[src/rtl/pipe_stage_reg_if.sv]
// Bundle for one inter-stage pipeline register: upstream valid/control/lanes, stall/flush controls, registered outputs and counters.
// Latency: none (wires only). The master drives the stage inputs and the slave drives the registered outputs.
// Backpressure: STALL and FLUSH are carried to the register; there is no ready return path.
interface pipe_stage_reg_if #(
    parameter int DATA_W    = 32,
    parameter int NUM_LANES = 3,
    parameter int CTRL_W    = 8,
    parameter int CNT_W     = 16
);
    logic                        STALL;
    logic                        FLUSH;
    logic                        CNT_CLR;
    logic                        VALID_IN;
    logic [CTRL_W-1:0]           CTRL_IN;
    logic [NUM_LANES*DATA_W-1:0] DATA_IN;
    logic                        VALID_OUT;
    logic [CTRL_W-1:0]           CTRL_OUT;
    logic [NUM_LANES*DATA_W-1:0] DATA_OUT;
    logic                        HELD;
    logic [CNT_W-1:0]            STALL_CYCLES;
    logic [CNT_W-1:0]            FLUSH_KILLS;

    modport master (
        output STALL, FLUSH, CNT_CLR, VALID_IN, CTRL_IN, DATA_IN,
        input  VALID_OUT, CTRL_OUT, DATA_OUT, HELD, STALL_CYCLES, FLUSH_KILLS
    );

    modport slave (
        input  STALL, FLUSH, CNT_CLR, VALID_IN, CTRL_IN, DATA_IN,
        output VALID_OUT, CTRL_OUT, DATA_OUT, HELD, STALL_CYCLES, FLUSH_KILLS
    );
endinterface

[src/rtl/pipe_stage_reg.sv]
// Generic RV32IM inter-stage register (valid, control, NUM_LANES lanes) with saturating stall/flush counters; PIPE_FLUSH_DATA_CLEAR_EN zeroes lanes on flush.
// Latency: 1 cycle from inputs to outputs on a load edge; every output comes straight from a flop.
// Backpressure: STALL holds all contents indefinitely; FLUSH overrides STALL and inserts a bubble.
module pipe_stage_reg #(
    parameter int                DATA_W      = 32,
    parameter int                NUM_LANES   = 3,
    parameter int                CTRL_W      = 8,
    parameter logic [CTRL_W-1:0] CTRL_BUBBLE = {CTRL_W{1'b0}},
    parameter int                CNT_W       = 16
) (
    input logic             CLK,
    input logic             RESET,
    pipe_stage_reg_if.slave bus
);
    localparam int BUS_W = NUM_LANES * DATA_W;
    localparam logic [CNT_W-1:0] CNT_MAX = {CNT_W{1'b1}};
    localparam logic [CNT_W-1:0] CNT_ONE = CNT_W'(1);

    typedef struct packed {
        logic              valid;
        logic [CTRL_W-1:0] ctrl;
        logic [BUS_W-1:0]  data;
    } stage_t;

    stage_t           stage_q, stage_d;
    logic             held_q, held_d;
    logic [CNT_W-1:0] stall_cnt_q, stall_cnt_d;
    logic [CNT_W-1:0] kill_cnt_q, kill_cnt_d;
    logic             do_flush, do_stall;

    assign do_flush = bus.FLUSH;
    assign do_stall = bus.STALL & ~bus.FLUSH;

    always_comb begin
        stage_d = stage_q;
        held_d  = held_q;
        if (do_flush) begin
            stage_d.valid = 1'b0;
            stage_d.ctrl  = CTRL_BUBBLE;
            held_d        = 1'b0;
`ifdef PIPE_FLUSH_DATA_CLEAR_EN
            stage_d.data  = '0;
`endif
        end else if (do_stall) begin
            held_d = 1'b1;
        end else begin
            // Control is valid-qualified so an empty slot can never carry write enables.
            stage_d.valid = bus.VALID_IN;
            stage_d.ctrl  = bus.VALID_IN ? bus.CTRL_IN : CTRL_BUBBLE;
            for (int k = 0; k < NUM_LANES; k++) begin
                stage_d.data[k*DATA_W +: DATA_W] = bus.DATA_IN[k*DATA_W +: DATA_W];
            end
            held_d = 1'b0;
        end
    end

    always_comb begin
        stall_cnt_d = stall_cnt_q;
        kill_cnt_d  = kill_cnt_q;
        if (bus.CNT_CLR) begin
            stall_cnt_d = '0;
            kill_cnt_d  = '0;
        end else begin
            if (do_stall && (stall_cnt_q != CNT_MAX)) begin
                stall_cnt_d = stall_cnt_q + CNT_ONE;
            end
            // Only flushes that destroy a real instruction are counted.
            if (do_flush && stage_q.valid && (kill_cnt_q != CNT_MAX)) begin
                kill_cnt_d = kill_cnt_q + CNT_ONE;
            end
        end
    end

    always_ff @(posedge CLK or posedge RESET) begin
        if (RESET) begin
            stage_q.valid <= 1'b0;
            stage_q.ctrl  <= CTRL_BUBBLE;
            stage_q.data  <= '0;
            held_q        <= 1'b0;
            stall_cnt_q   <= '0;
            kill_cnt_q    <= '0;
        end else begin
            stage_q     <= stage_d;
            held_q      <= held_d;
            stall_cnt_q <= stall_cnt_d;
            kill_cnt_q  <= kill_cnt_d;
        end
    end

    assign bus.VALID_OUT    = stage_q.valid;
    assign bus.CTRL_OUT     = stage_q.ctrl;
    assign bus.DATA_OUT     = stage_q.data;
    assign bus.HELD         = held_q;
    assign bus.STALL_CYCLES = stall_cnt_q;
    assign bus.FLUSH_KILLS  = kill_cnt_q;
endmodule

[src/flat_wrapper.sv]
// flat-port wrapper written by rule: the top's interface ports become plain ports
module pipe_stage_reg_flat 
#(
    parameter int                DATA_W      = 32,
    parameter int                NUM_LANES   = 3,
    parameter int                CTRL_W      = 8,
    parameter logic [CTRL_W-1:0] CTRL_BUBBLE = {CTRL_W{1'b0}},
    parameter int                CNT_W       = 16
)
  (CLK, RESET, bus_STALL, bus_FLUSH, bus_CNT_CLR, bus_VALID_IN, bus_CTRL_IN, bus_DATA_IN, bus_VALID_OUT, bus_CTRL_OUT, bus_DATA_OUT, bus_HELD, bus_STALL_CYCLES, bus_FLUSH_KILLS);
  pipe_stage_reg_if #(.DATA_W(DATA_W), .NUM_LANES(NUM_LANES), .CTRL_W(CTRL_W), .CNT_W(CNT_W)) bus_i ();
  input logic CLK;
  input logic RESET;
  input wire logic [$bits(bus_i.STALL)-1:0] bus_STALL;
  input wire logic [$bits(bus_i.FLUSH)-1:0] bus_FLUSH;
  input wire logic [$bits(bus_i.CNT_CLR)-1:0] bus_CNT_CLR;
  input wire logic [$bits(bus_i.VALID_IN)-1:0] bus_VALID_IN;
  input wire logic [$bits(bus_i.CTRL_IN)-1:0] bus_CTRL_IN;
  input wire logic [$bits(bus_i.DATA_IN)-1:0] bus_DATA_IN;
  output wire logic [$bits(bus_i.VALID_OUT)-1:0] bus_VALID_OUT;
  output wire logic [$bits(bus_i.CTRL_OUT)-1:0] bus_CTRL_OUT;
  output wire logic [$bits(bus_i.DATA_OUT)-1:0] bus_DATA_OUT;
  output wire logic [$bits(bus_i.HELD)-1:0] bus_HELD;
  output wire logic [$bits(bus_i.STALL_CYCLES)-1:0] bus_STALL_CYCLES;
  output wire logic [$bits(bus_i.FLUSH_KILLS)-1:0] bus_FLUSH_KILLS;
  assign bus_i.STALL = bus_STALL;
  assign bus_i.FLUSH = bus_FLUSH;
  assign bus_i.CNT_CLR = bus_CNT_CLR;
  assign bus_i.VALID_IN = bus_VALID_IN;
  assign bus_i.CTRL_IN = bus_CTRL_IN;
  assign bus_i.DATA_IN = bus_DATA_IN;
  assign bus_VALID_OUT = bus_i.VALID_OUT;
  assign bus_CTRL_OUT = bus_i.CTRL_OUT;
  assign bus_DATA_OUT = bus_i.DATA_OUT;
  assign bus_HELD = bus_i.HELD;
  assign bus_STALL_CYCLES = bus_i.STALL_CYCLES;
  assign bus_FLUSH_KILLS = bus_i.FLUSH_KILLS;
  pipe_stage_reg #(.DATA_W(DATA_W), .NUM_LANES(NUM_LANES), .CTRL_W(CTRL_W), .CTRL_BUBBLE(CTRL_BUBBLE), .CNT_W(CNT_W)) u_core (.CLK(CLK), .RESET(RESET), .bus(bus_i));
endmodule
[config.mk]
export PLATFORM = sky130hd
export DESIGN_NAME = pipe_stage_reg_flat
export DESIGN_NICKNAME = d
export VERILOG_FILES = /design/src/rtl/pipe_stage_reg_if.sv /design/src/rtl/pipe_stage_reg.sv /design/src/flat_wrapper.sv
export SDC_FILE = /design/constraint.sdc
export NUM_CORES = 1
export LEC_CHECK = 0
export ABC_AREA = 1
export CORE_ASPECT_RATIO = 1.75
export CORE_MARGIN = 1.5
export CORE_UTILIZATION = 30
export CTS_BUF_LIST = sky130_fd_sc_hd__clkbuf_2 sky130_fd_sc_hd__clkbuf_4 sky130_fd_sc_hd__clkbuf_8
export DETAILED_ROUTE_END_ITERATION = 8
export PLACE_DENSITY_LB_ADDON = 0.15
export SYNTH_ARGS = -nofsm -noshare
export SYNTH_HDL_FRONTEND = slang
export SYNTH_SLANG_ARGS = --single-unit
[constraint.sdc]
create_clock -name CLK -period 12.8 [get_ports CLK]
set_input_delay 1.92 -clock CLK [delete_from_list [all_inputs] [get_ports CLK]]
set_output_delay 1.92 -clock CLK [all_outputs]
set_load 0.03 [all_outputs]
==> results.cfg, run 1 <==
[layout]
areaGrowthSynthToFinish_pct = 52.6
final_common_cell = clkdlybuf4s50_1
n_antenna_cell = 0
layout_common_cells = clkdlybuf4s50_1 (247), dfrtp_1 (138), nand2_1 (110), mux2_2 (96), nand3_1 (48)
stdcell_count = 1051
drive_above_1_share = 0.181
nets = 906
fillers = 1885
finalInstanceArea_um2 = 9210
final_core_util = 0.467

[route]
wl_per_cell_um = 17.0
drtIter0Drc = 143
wl_um = 17900
post_drt_via_cell_ratio = 4.69
drc_errors = 0
vias = 4926
drt-pass1-iter-count = 4
ant_nets = 0

[yosys]
synth_top_family_by_area = multiplexers
avgSynthCellArea_um2 = 11.1
synth_adder_area_share = 0.00415
yosys_warnings = 0
ys_ff_latch = 138
synth_nets = 655
synth_compound_area_frac = 0.0294
synthCells = 543
synth_xor_area_frac = 0.0203
synthDistinctLibCells = 25
synth_simple_gate_area_frac = 0.155
synth.yosys.seq_area_share = 0.572
muxShareOfSynthArea = 0.179
syn-cell-area_um2 = 6040

[worst_hold_path]
worstHoldStart = u_core.bus.CTRL_OUT[4]
hp-class = reg -> reg
min_path_cells = 1
min_to = u_core.bus.CTRL_OUT[4]

[place]
place.gp.congestion = 0.876
dp_worst_setup_slack_ps = 8240
place_area_um2 = 8740
hpwl_um = 13400
numPortBuffers = 247
dpl.cell_count = 1020

[timing]
setup_tns_ps = 0
max_slew_margin = 0.298
fmax_mhz = 243
finClkSkew_ps = 18.5
rsz0062_at_grt = no
worst_pin_slew_ps = 1050
finalCriticalPeriod_ps = 4120
post-route-period-util = 0.322
fin_ws_ps = 8680
hold_viol = 0
report.final.setup_viol = 0
drv_slew = 0

[floorplan]
rows = 68
die_w_um = 110
io_pins = 248
core-area_um2 = 19700
die_area_um2 = 21000
fp.dieH_um = 191
start_util = 0.306

[global_route]
grt_pass1_vias = 5391
track_usage = 0.179
antenna_found_initial = 0
grt_max_degree = 82
grt-ovfl-total = 0
grt_pass1_wl_um = 28200

[setup_path]
crit-reg2reg-capture = u_core.bus.STALL_CYCLES[2]
reg2reg_from = u_core.bus.STALL_CYCLES[0]
crit_type = in -> reg
cp-end-kind = flip-flop
worst-path-max-fanout = 81
crit_path_top_delay_cell = buf_4
required_ps = 13120
cpPeakStageDelay_ps = 880
rr_worst_depth = 10
arrival_ps = 4430
crit_chain = clkdlybuf4s50_1 -> nor2_4 -> buf_4 -> mux2_2
rrSetupSlack_ps = 10710
start_kind = input port

[cts]
clk_latency_ps = 440
cts_buffers = 17
max-clock-path-buffers = 2
htreeDepth = 4
ctsResizeCount = 0
tritoncts = yes
ctsHoldBuffers = 0
postCtsSetupBuffers = 0
cts_sinks = 138
cts.clk_slew.worst_paths_ps = 80
cts-root-buf = clkbuf_8

[pwr]
ir_drop_uv = 108
p_leak_nw = 3.87
power_density_nw_per_um2 = 134

[job]
max-cap-violations = 0

[outcome]
status = complete, no violations
[cells by family after synthesis]
family          after synthesis
compound gates               25
xor+xnor                     14
fa+ha+maj                     2
buf+inv                      54
flops                       138
mux                          96
simple gates                214
[area by class of cell]
| class | count | area (µm²) | share of cell area |
|---|---|---|---|
| clock buffer | 21 | 283 | 0.0307 |
| clock inverter | 10 | 190 | 0.0206 |
| timing repair buffer | 250 | 2490 | 0.271 |
| inverter | 36 | 140 | 0.0152 |
| tap | 245 | 307 | 0.0333 |
| sequential | 138 | 3450 | 0.375 |
| multi-input combinational | 351 | 2340 | 0.255 |
[worst max-delay path: cells and delay by family]
family	cells	cell delay, ps
buffers and inverters	2	1360
AND/OR/NAND/NOR	1	610
multiplexers	1	430
[cells in the mapped netlist]
| cell type | number | area [µm²] |
|---|---|---|
| mux2_2 | 96 | 1080 |
| buf_6 | 1 | 11.3 |
| ha_1 | 2 | 25.0 |
| buf_1 | 1 | 3.75 |
| o21ai_0 | 13 | 65.1 |
| nand2_1 | 110 | 413 |
| xnor2_1 | 5 | 43.8 |
| nor2_2 | 7 | 43.8 |
| dfrtp_1 | 138 | 3450 |
| clkbuf_1 | 2 | 7.51 |
| a32o_1 | 8 | 80.1 |
| inv_1 | 35 | 131 |
| o21ai_2 | 1 | 8.76 |
| o21bai_1 | 2 | 15.0 |
| nor2_4 | 2 | 22.5 |
| inv_2 | 1 | 3.75 |
| nand3b_1 | 4 | 30.0 |
| xor2_1 | 9 | 78.8 |
| a22o_1 | 1 | 8.76 |
| nand3_1 | 48 | 240 |
| nand2_2 | 4 | 25.0 |
| nor2_1 | 34 | 128 |
| buf_4 | 6 | 45.0 |
| buf_2 | 8 | 40.0 |
| nand4_1 | 5 | 31.3 |
[per-stage QoR]
stage,power (mW),hold WS (ps)
finish,1.24,501
global placement,0.820,475
floorplan,0.672,684
detailed placement,0.826,487
CTS,1.25,509
global route,1.29,522
[registers in the layout, summed over array words and instances (netlist names)]
signal / cells
u_core.bus.VALID_OUT: 1
u_core.bus.STALL_CYCLES: 16
u_core.bus.CTRL_OUT: 8
u_core.bus.DATA_OUT: 96
u_core.bus.HELD: 1
u_core.bus.FLUSH_KILLS: 16
[where the power goes]
part	internal, mW	switching (mW)	total (mW)
clock	0.249	0.171	0.421
sequential	0.482	0.0249	0.507
combinational	0.146	0.161	0.307
total	0.878	0.358	1.24
[layer usage]
layer | vias to the layer above | global-route usage | part of all wire
met4 | 0 | 0.0720 | 0.025
met2 | 171 | 0.333 | 0.56
li1 | 2314 | - | -
met3 | 27 | 0.0584 | 0.066
met1 | 2414 | 0.178 | 0.35
met5 | - | 0 | 0
[how the worst max path moves through the flow]
stage	to	start	slack, ps	cells after the start
3_3_place_gp	u_core.bus.DATA_OUT[42]	bus_FLUSH	8320	4
2_1_floorplan	u_core.bus.CTRL_OUT[0]	RESET	7180	1
5_1_grt	u_core.bus.DATA_OUT[49]	bus_FLUSH	8590	4
4_1_cts	u_core.bus.DATA_OUT[29]	bus_FLUSH	8730	4
3_5_place_dp	u_core.bus.DATA_OUT[48]	bus_FLUSH	8240	4
6_report	u_core.bus.DATA_OUT[49]	bus_FLUSH	8680	4
Power figures use the tool's default switching activity.
==> run 2, diff against run 1 <==
==> constraint.sdc (replaced) <==
create_clock -name CLK -period 3.5 [get_ports CLK]
set_input_delay 0.525 -clock CLK [delete_from_list [all_inputs] [get_ports CLK]]
set_output_delay 0.525 -clock CLK [all_outputs]
set_load 0.03 [all_outputs]
==> run 2 against run 1 <==
Against the previous run:
- clock skew down 9.7 ps
- total power rose to 3.8 times the previous value
- non-clock buffer count up 1
- critical path type is now reg -> out
- largest power group unchanged
==> results.cfg, run 2 (synthesized netlist as in run 1, its figures left out) <==
[global_route]
grt_pass1_wl_um = 28100
grt_max_degree = 139
grt_pass1_vias = 5444
globalRouteMet3Util = 0.0629
met2_usage = 0.339
track_usage = 0.179
grt-ovfl-total = 0
antenna_found_initial = 0
grt.met1_usage = 0.167
grt_busiest_layer = met2

[setup_path]
required_ps = 2970
cpPeakStageDelay_ps = 730
crit_path_top_delay_cell = clkdlybuf4s50_1
start_kind = flip-flop
cp-end-kind = output pin
crit_chain = clkdlybuf4s50_1
arrival_ps = 1670
worst-path-max-fanout = 7
crit_type = reg -> out
path_buf_inv = 1
critical_path.top_delay_family = buffers and inverters

[timing]
drv_slew = 0
max_slew_margin = 0.481
finalCriticalPeriod_ps = 2190
fmax_mhz = 456
report.final.setup_viol = 0
post-route-period-util = 0.627
worst_pin_slew_ps = 779
setup_tns_ps = 0
rsz0062_at_grt = no
finClkSkew_ps = 8.85
hold_viol = 0

[layout]
layout_common_cells = clkdlybuf4s50_1 (247), dfrtp_1 (138), nand2_1 (110), mux2_2 (96), nand3_1 (48)
drive_above_1_share = 0.183
largest_reg_flops = 96
n_antenna_cell = 0
final_core_util = 0.470
final_common_cell = clkdlybuf4s50_1
areaGrowthSynthToFinish_pct = 53.8
fillers = 1886
nets = 907
stdcell_count = 1053

[pwr]
power_density_nw_per_um2 = 501
ir_drop_uv = 299
p_leak_nw = 3.91

[floorplan]
core-area_um2 = 19700
die_area_um2 = 21000
io_pins = 248
rows = 68
die_w_um = 110
start_util = 0.306
fp.dieH_um = 191

[cts]
postCtsSetupBuffers = 0
cts.clk_slew.worst_paths_ps = 80
clk_latency_ps = 440
cts_buffers = 17
ctsHoldBuffers = 0
tritoncts = yes
htreeDepth = 4
cts-root-buf = clkbuf_8
cts_sinks = 138
ctsResizeCount = 0
max-clock-path-buffers = 2

[place]
numPortBuffers = 247
place.gp.congestion = 0.831
hpwl_um = 13300
dpl.cell_count = 1021

[route]
ant_nets = 0
wl_per_cell_um = 17.0
post_drt_via_cell_ratio = 4.68
drc_errors = 0
wl_um = 17900
drt-pass1-iter-count = 4
drtIter0Drc = 134
vias = 4930

[outcome]
status = complete, no violations

[job]
max-cap-violations = 0

[worst_hold_path]
hp-class = reg -> reg
-- run 2: cell type report --
| class | count | area (µm²) | share of cell area |
|---|---|---|---|
| timing repair buffer | 251 | 2530 | 0.272 |
| tap | 245 | 307 | 0.0330 |
| clock buffer | 21 | 270 | 0.0291 |
| inverter | 36 | 139 | 0.0150 |
| clock inverter | 11 | 241 | 0.0260 |
| sequential | 138 | 3450 | 0.372 |
| multi-input combinational | 351 | 2340 | 0.253 |
-- run 2: per-stage QoR --
step	setup slack [ps]	area [µm²]	hold slack, ps	power (mW)
finish	1310	9280	497	4.65
global route	1230	9280	522	4.86
CTS	1260	9280	499	4.73
detailed placement	1100	8770	486	3.02
global placement	1160	8770	471	3.00
floorplan	1250	6040	676	2.46
-- run 2: report_power, final --
part	internal [mW]	switching, mW
sequential	1.76	0.0917
combinational	0.536	0.586
clock	1.04	0.633
-- run 2: metal layers --
metal / up-vias / wire length, µm / share of wire
met5: - / 0 / 0
met4: 0 / 497 / 0.028
met3: 27 / 1270 / 0.071
met2: 172 / 10100 / 0.57
met1: 2415 / 6030 / 0.34
li1: 2316 / - / -
-- run 2: worst paths after layout --
kind | start | endpoint | slack, ps | depth (start not counted)
setup reg to reg | u_core.bus.STALL_CYCLES[0] | u_core.bus.STALL_CYCLES[3] | 1520 | 10
min in group asynchronous | RESET | u_core.bus.DATA_OUT[35] | 630 | 3
hold / removal | u_core.bus.CTRL_OUT[6] | u_core.bus.CTRL_OUT[6] | 500 | 1
max in group asynchronous | RESET | u_core.bus.DATA_OUT[71] | 2260 | 3
setup / recovery | u_core.bus.FLUSH_KILLS[12] | bus_FLUSH_KILLS[12] | 1310 | 1
hold reg to reg | u_core.bus.CTRL_OUT[6] | u_core.bus.CTRL_OUT[6] | 500 | 1
==> run 3, diff against run 2 <==
==> constraint.sdc (replaced) <==
create_clock -name CLK -period 2.25 [get_ports CLK]
set_input_delay 0.3375 -clock CLK [delete_from_list [all_inputs] [get_ports CLK]]
set_output_delay 0.3375 -clock CLK [all_outputs]
set_load 0.03 [all_outputs]
==> run 3 against run 2 <==
Against the previous run:
- routed wire length shrank 1.7%
- total power grew 46%
- via count grew 1.2%
- combinational power grew 57%
- largest cell class unchanged
- setup slack lost 1100 ps
- critical path depth is the same
- non-clock buffer count grew 10
- clock power grew 28%
==> results.cfg, run 3 (synthesized netlist as in run 1, its figures left out) <==
[setup_path]
start_kind = flip-flop
critical_path.top_delay_family = buffers and inverters
rrSetupSlack_ps = 450
crit-reg2reg-capture = u_core.bus.FLUSH_KILLS[14]
cpPeakStageDelay_ps = 730
path_buf_inv = 1
crit_chain = clkdlybuf4s50_1
worst-path-max-fanout = 7
cp-end-kind = output pin
crit_path_top_delay_cell = clkdlybuf4s50_1
arrival_ps = 1680
rr_worst_depth = 8
required_ps = 1910
crit_type = reg -> out
reg2reg_from = u_core.bus.FLUSH_KILLS[0]

[route]
wl_per_cell_um = 16.6
drt-pass1-iter-count = 4
ant_nets = 0
wl_um = 17600
vias = 4991
drc_errors = 0
drtIter0Drc = 155
post_drt_via_cell_ratio = 4.70

[floorplan]
fp.dieH_um = 191
die_w_um = 110
start_util = 0.306
io_pins = 248
rows = 68
die_area_um2 = 21000
core-area_um2 = 19700

[timing]
finClkSkew_ps = 10.5
finalCriticalPeriod_ps = 2010
max_slew_margin = 0.557
setup_tns_ps = 0
worst_pin_slew_ps = 664
report.final.setup_viol = 0
fmax_mhz = 497
post-route-period-util = 0.895
rsz0062_at_grt = no
hold_viol = 0
drv_slew = 0

[cts]
cts_sinks = 138
cts.clk_slew.worst_paths_ps = 90
ctsResizeCount = 0
postCtsSetupBuffers = 0
cts_buffers = 17
clk_latency_ps = 430
max-clock-path-buffers = 2
tritoncts = yes
ctsHoldBuffers = 0
cts-root-buf = clkbuf_8
htreeDepth = 4

[place]
place_area_um2 = 8870
numPortBuffers = 247
place.gp.congestion = 0.837
hpwl_um = 13500

[pwr]
power_density_nw_per_um2 = 732
p_leak_nw = 3.91
p_total_mw = 6.80
ir_drop_uv = 422

[worst_hold_path]
hp-class = in -> async

[outcome]
status = complete, no violations

[global_route]
grt-ovfl-total = 0
grt_pass1_vias = 5469
grt_max_degree = 115
track_usage = 0.181
antenna_found_initial = 0
grt_pass1_wl_um = 28700

[job]
max-cap-violations = 0

[layout]
drive_above_1_share = 0.192
fillers = 1876
finalInstanceArea_um2 = 9290
layout_common_cells = clkdlybuf4s50_1 (247), dfrtp_1 (138), nand2_1 (110), mux2_2 (96), nand3_1 (48)
largest_reg_flops = 96
areaGrowthSynthToFinish_pct = 53.8
final_common_cell = clkdlybuf4s50_1
nets = 917
n_antenna_cell = 0
run 3: cell types whose count changed in the layout (fill, tap and decap cells not counted), sizes merged:
| cell | delta |
|---|---|
| clkbuf | -1 |
| inv | +1 |
| clkinvlp | +3 |
| buf | +10 |
| bufinv | -4 |
run 3: layout make-up:
class / instances / area (µm²) / area share
inverters: 36 / 139 / 0.0150
well taps: 245 / 307 / 0.0330
flip-flops and latches: 138 / 3450 / 0.372
multi-input cells: 351 / 2340 / 0.253
clock inverters: 11 / 145 / 0.0156
repair buffers: 261 / 2630 / 0.283
clock buffers: 20 / 269 / 0.0290
run 3: worst max-delay path by stage:
stage                                          start                       to  slack (ps)  cells after the start
after floorplan                                RESET   u_core.bus.CTRL_OUT[0]         190                      1
after global placement                     bus_FLUSH  u_core.bus.DATA_OUT[55]         330                      5
after detailed placement                   bus_FLUSH  u_core.bus.DATA_OUT[59]         300                      5
after CTS                 u_core.bus.FLUSH_KILLS[12]      bus_FLUSH_KILLS[12]         190                      1
after global routing      u_core.bus.STALL_CYCLES[2]      bus_STALL_CYCLES[2]         150                      1
final                     u_core.bus.FLUSH_KILLS[12]      bus_FLUSH_KILLS[12]         240                      1
run 3: per-layer routing:
layer,up-vias,wire [µm],global-route usage
met5,-,0,0
met2,167,9930,0.330
met1,2457,5870,0.180
li1,2338,-,-
met3,29,1250,0.0605
met4,0,577,0.0828
run 3: where the power goes:
group	internal, mW	switching, mW
Combinational	0.849	0.914
Sequential	2.74	0.145
Clock	1.16	0.983
run 3: stage by stage:
step / worst slack, ps / hold WS [ps] / std cells / utilization
4_1_cts: 193 / 329 / 1062 / 0.470
3_5_place_dp: 298 / 483 / 1031 / 0.449
6_report: 236 / 358 / 1062 / 0.470
3_3_place_gp: 326 / 471 / 1031 / 0.449
2_1_floorplan: 191 / 488 / 543 / -
5_1_grt: 153 / 374 / 1062 / 0.470
